==> src/rtl/bp_lce_resp_arb.sv <==
// bp_lce_resp_arb: registered arbiter merging num_src_p LCE-to-CCE response
// sources onto a single lce_resp channel. Fixed-priority (lowest index wins)
// or round-robin selection through arb_rr_p.
// Optional starvation guard: define BP_LCE_RESP_ARB_STARVE_GUARD_EN to build
// per-source wait counters whose starved sources preempt normal arbitration.
module bp_lce_resp_arb #(
  parameter int unsigned num_src_p      = 2,
  parameter int unsigned resp_width_p   = 8,
  parameter bit          arb_rr_p       = 1'b0,
  parameter int unsigned starve_limit_p = 15,
  localparam int unsigned grant_width_lp = (num_src_p > 1) ? $clog2(num_src_p) : 1
) (
  input  logic                                  clk_i,
  input  logic                                  reset_n_i,
  input  logic [num_src_p*resp_width_p-1:0]     src_resp_i,
  input  logic [num_src_p-1:0]                  src_v_i,
  output logic [num_src_p-1:0]                  src_yumi_o,
  output logic [resp_width_p-1:0]               lce_resp_o,
  output logic                                  lce_resp_v_o,
  input  logic                                  lce_resp_ready_i,
  output logic [grant_width_lp-1:0]             grant_id_o
);

  logic                      r_full;
  logic [resp_width_p-1:0]   r_data;
  logic [grant_width_lp-1:0] r_grant_id;
  logic [grant_width_lp-1:0] r_last_grant;

  logic                      w_load;
  logic                      w_any;
  logic                      w_grant;
  logic [num_src_p-1:0]      w_starved;
  logic                      w_st_found;
  logic [grant_width_lp-1:0] w_st_idx;
  logic                      w_fp_found;
  logic [grant_width_lp-1:0] w_fp_idx;
  logic                      w_hi_found;
  logic [grant_width_lp-1:0] w_hi_idx;
  logic [grant_width_lp-1:0] w_winner;
  logic [resp_width_p-1:0]   w_sel;

`ifdef BP_LCE_RESP_ARB_STARVE_GUARD_EN
  localparam int unsigned cnt_width_lp = (starve_limit_p > 0) ? $clog2(starve_limit_p + 1) : 1;

  logic [cnt_width_lp-1:0] r_wait_cnt [num_src_p];

  // Per-source saturating wait counters; cleared on grant or when valid drops
  always_ff @(posedge clk_i or negedge reset_n_i) begin
    if (!reset_n_i) begin
      for (int i = 0; i < num_src_p; i++) r_wait_cnt[i] <= '0;
    end else begin
      for (int i = 0; i < num_src_p; i++) begin
        if (!src_v_i[i] || src_yumi_o[i])
          r_wait_cnt[i] <= '0;
        else if (r_wait_cnt[i] != cnt_width_lp'(starve_limit_p))
          r_wait_cnt[i] <= r_wait_cnt[i] + 1'b1;
      end
    end
  end

  // A valid source whose counter reached the limit is starved
  always_comb begin
    for (int i = 0; i < num_src_p; i++)
      w_starved[i] = src_v_i[i] && (r_wait_cnt[i] == cnt_width_lp'(starve_limit_p));
  end
`else
  logic w_unused_starve_limit;

  assign w_unused_starve_limit = (starve_limit_p == 0);
  assign w_starved             = '0;
`endif

  assign w_load  = !r_full || lce_resp_ready_i;
  assign w_any   = |src_v_i;
  assign w_grant = reset_n_i && w_load && w_any;

  // Candidate searches: starved lowest, plain lowest, lowest above last grant
  always_comb begin
    w_st_found = 1'b0;
    w_st_idx   = '0;
    w_fp_found = 1'b0;
    w_fp_idx   = '0;
    w_hi_found = 1'b0;
    w_hi_idx   = '0;
    for (int i = 0; i < num_src_p; i++) begin
      if (w_starved[i] && !w_st_found) begin
        w_st_found = 1'b1;
        w_st_idx   = grant_width_lp'(i);
      end
      if (src_v_i[i] && !w_fp_found) begin
        w_fp_found = 1'b1;
        w_fp_idx   = grant_width_lp'(i);
      end
      if (src_v_i[i] && !w_hi_found && (i > int'(r_last_grant))) begin
        w_hi_found = 1'b1;
        w_hi_idx   = grant_width_lp'(i);
      end
    end
  end

  // Winner: starved first, then round robin (wrap to lowest) or fixed priority
  always_comb begin
    w_winner = w_fp_idx;
    if (w_st_found)
      w_winner = w_st_idx;
    else if (arb_rr_p && w_hi_found)
      w_winner = w_hi_idx;
  end

  // One-hot consume and payload select for the winner
  always_comb begin
    src_yumi_o = '0;
    w_sel      = '0;
    for (int i = 0; i < num_src_p; i++) begin
      if (w_winner == grant_width_lp'(i)) begin
        src_yumi_o[i] = w_grant;
        w_sel         = src_resp_i[i*resp_width_p +: resp_width_p];
      end
    end
  end

  // Output register: load on empty or drain, hold under backpressure
  always_ff @(posedge clk_i or negedge reset_n_i) begin
    if (!reset_n_i) begin
      r_full       <= 1'b0;
      r_data       <= '0;
      r_grant_id   <= '0;
      r_last_grant <= grant_width_lp'(num_src_p - 1);
    end else if (w_load) begin
      r_full <= w_any;
      if (w_any) begin
        r_data       <= w_sel;
        r_grant_id   <= w_winner;
        r_last_grant <= w_winner;
      end
    end
  end

  assign lce_resp_o   = r_data;
  assign lce_resp_v_o = r_full;
  assign grant_id_o   = r_grant_id;

endmodule

==> config.mk <==
export PLATFORM = sky130hd
export DESIGN_NAME = bp_lce_resp_arb
export DESIGN_NICKNAME = d
export VERILOG_FILES = /design/src/rtl/bp_lce_resp_arb.sv
export SDC_FILE = /design/constraint.sdc
export NUM_CORES = 1
export LEC_CHECK = 0
export ABC_AREA = 0
export CAP_MARGIN = 0
export CELL_PAD_IN_SITES_DETAIL_PLACEMENT = 0
export CELL_PAD_IN_SITES_GLOBAL_PLACEMENT = 1
export CORE_ASPECT_RATIO = 0.7
export CORE_MARGIN = 2
export CORE_UTILIZATION = 29
export CTS_CLUSTER_SIZE = 20
export DETAILED_ROUTE_END_ITERATION = 16
export PLACE_DENSITY = 0.92
export SLEW_MARGIN = 20
export SYNTH_ARGS = -nofsm -noshare
export SYNTH_HDL_FRONTEND = slang
export SYNTH_SLANG_ARGS = --single-unit
==> constraint.sdc <==
create_clock -name clk_i -period 2.95 [get_ports clk_i]
set_input_delay 0.885 -clock clk_i [delete_from_list [all_inputs] [get_ports clk_i]]
set_output_delay 0.885 -clock clk_i [all_outputs]
set_load 0.01 [all_outputs]
==> flow_summary.ini <==
[clock_tree]
cts_tree = built
htreeDepth = 1
cts_buffer_depth = 2
clockRootBuffer = clkbuf_4
clock-sinks = 10
path_clk_slew_ns = 0.07
holdBufCountCts = 0
numCtsBuffers = 3
worstSkewPairLatency_ns = 0.26

[flow_run]
maxCapViolCount = 0

[global_routing]
antenna_found_initial = 0
overflow = 0
grt_pass1_wl_mm = 2.03
met3_usage_pct = 5.99
grt.busiest_layer = met2
grt_pass1_vias = 474
gr-usage-met1_pct = 12.8
grt_max_degree = 9
grt.total_usage_pct = 12.5
grt_util_met2_pct = 24.1

[worst_hold_path]
holdCritPathClass = flop to flop

[pwr]
p_leak_nw = 0.451
p_total_mw = 0.445
ir_worst_vdd_uv = 303
p_per_area_nw_per_um2 = 454

[routing]
viasPerCell = 4.41
drcViolationCount = 0
drtAntennaViolNets = 0
via_count = 441
drtIter0Drc = 4
first_pass_iters = 2
wl_per_cell_um = 12.4
routed_wl_mm = 1.24

[setup_path]
path_cells = clkdlybuf4s50_1, and2b_1, nor3_1, dlygate4sd2_1
cp-end-kind = output port
critPathArrivalTime_ns = 1.98
max_stage_delay_ns = 0.47
crit_type = input pin to output port
worst-path-buf-inv = 2
cp_slowest_cell = clkdlybuf4s50_1
cp_top_family = buffers and inverters
critical_path.max_fanout = 2
startpoint_type = input pin
crit_required_ns = 2.07

[floorplanning]
die_area_um2 = 2320
core_area_um2 = 1850
io_pins = 33
die_w_um = 56.8
die_h_um = 40.9
start_util_pct = 30.5
fp-row-count = 13

[sta]
setup_viol_count_final = 0
fin_worst_skew_ns = 0.000342
finalMaxSlewViolations = 0
rsz0062_at_grt = no
period_share_pct = 97.1
hold_violations = 0
fin_crit_ns = 2.86
tns_ns = 0
whs_ns = 0.512
max_clock_freq_mhz = 349
maxSlewHeadroom_pct = 77.5
worst_pin_slew_ns = 0.336

[final_layout]
postLayoutCoreUtil_pct = 52.9
syn2layout_area_growth_pct = 73.5
final_layout_size_suffix_gt1_share_pct = 37.2
final_nets = 100
fillers = 177
antenna_cells = 0
final_design_area_no_fill_um2 = 981

[yosys]
synth_seq_cells = 10
synth_area_per_cell_um2 = 15.3
synth_nets = 58
yosysWarnings = 0
synth.distinct_cells = 13
syn_inst = 37
syn_area_um2 = 566
synth-seq-area-share_pct = 44.2

[run_status]
status = complete, no violations

[place]
portBuffers = 32
dpl_cell_area_um2 = 947
place.gp.congestion = 0.737
==> final cells by class <==
cell class,count,area (um2),area share (%)
Clock buffer,4,36.3,3.70
Multi-Input combinational cell,26,304,31.0
Sequential cell,10,250,25.5
Tap cell,22,27.5,2.81
Timing Repair Buffer,38,363,37.0
==> Yosys cell counts <==
cell type	instances	area, um2
buf_6	1	11.3
and3_2	1	7.51
mux2_2	2	22.5
nor2_8	1	20.0
and2b_1	1	7.51
nand2b_1	1	6.26
nor2_1	1	3.75
nor3_1	1	5.00
nand2_1	1	3.75
a21oi_1	2	10.0
or3_2	1	7.51
dfrtp_1	10	250
mux2_4	14	210
==> cells in the final DEF (no fill, tap or decap), types with 2 or more instances in the layout <==
cell and instances:
mux2_4 14, buf_4 6, a21oi_1 2, dlygate4sd2_1 2, clkbuf_4 3, clkdlybuf4s50_1 30
dfrtp_1 10, mux2_2 2
==> where the power goes <==
part           switching (mW)  internal [mW]
Combinational          0.0472          0.106
Clock                  0.0477         0.0749
Sequential             0.0112          0.158
==> worst paths after layout <==
kind	from	endpoint	slack, ns	cells after the start
max	lce_resp_ready_i	src_yumi_o[1]	0.09	4
min	lce_resp_o[7]	lce_resp_o[7]	0.51	1
max reg2reg	lce_resp_v_o	lce_resp_o[3]	1.58	4
min reg2reg	lce_resp_o[7]	lce_resp_o[7]	0.51	1
max in group asynchronous	reset_n_i	lce_resp_o[3]	1.86	2
min in group asynchronous	reset_n_i	grant_id_o	0.97	2
==> flip-flops by register name (all words and copies together) (netlist names) <==
signal	count
lce_resp_v_o	1
lce_resp_o	8
grant_id_o	1
==> stage by stage <==
stage	worst slack, ns	std cells
after CTS	0.0758	100
after global placement	-0.208	96
after detailed placement	-0.193	96
after floorplan	0.632	37
final	0.0865	100
after global routing	0.0527	100
==> timing repair <==
action / CTS / global route
setup buffers: 0 / 0
resized for setup: 2 / 0
setup endpoints to repair: 2 / 0
==> cells by family (layout without fill, tap and decap cells) <==
| kind of cell | count (synthesis) | in the layout | share of synthesized area (%) |
|---|---|---|---|
| flip-flops | 10 | 10 | 44.2 |
| multiplexers | 16 | 16 | 41.1 |
| buffers and inverters | 1 | 42 | 1.99 |
| AO/OA/AOI/OAI | 2 | 2 | 1.77 |
| AND/OR/NAND/NOR | 8 | 8 | 10.8 |
==> per-layer routing <==
metal	wire [um]	share of wire (%)	vias up
li1	-	-	213
met1	509	41	211
met5	0	0	-
met2	642	52	17
met4	0	0	0
met3	88	7.1	0
==> worst reg2reg max path, delay by kind of cell (launching register included) <==
family / cells / cell delay [ns]
multiplexers: 1 / 0.33
AND/OR/NAND/NOR: 2 / 0.39
buffers and inverters: 1 / 0.15
flip-flops: 1 / 0.39
No activity file was read; power rests on OpenSTA's default activity.
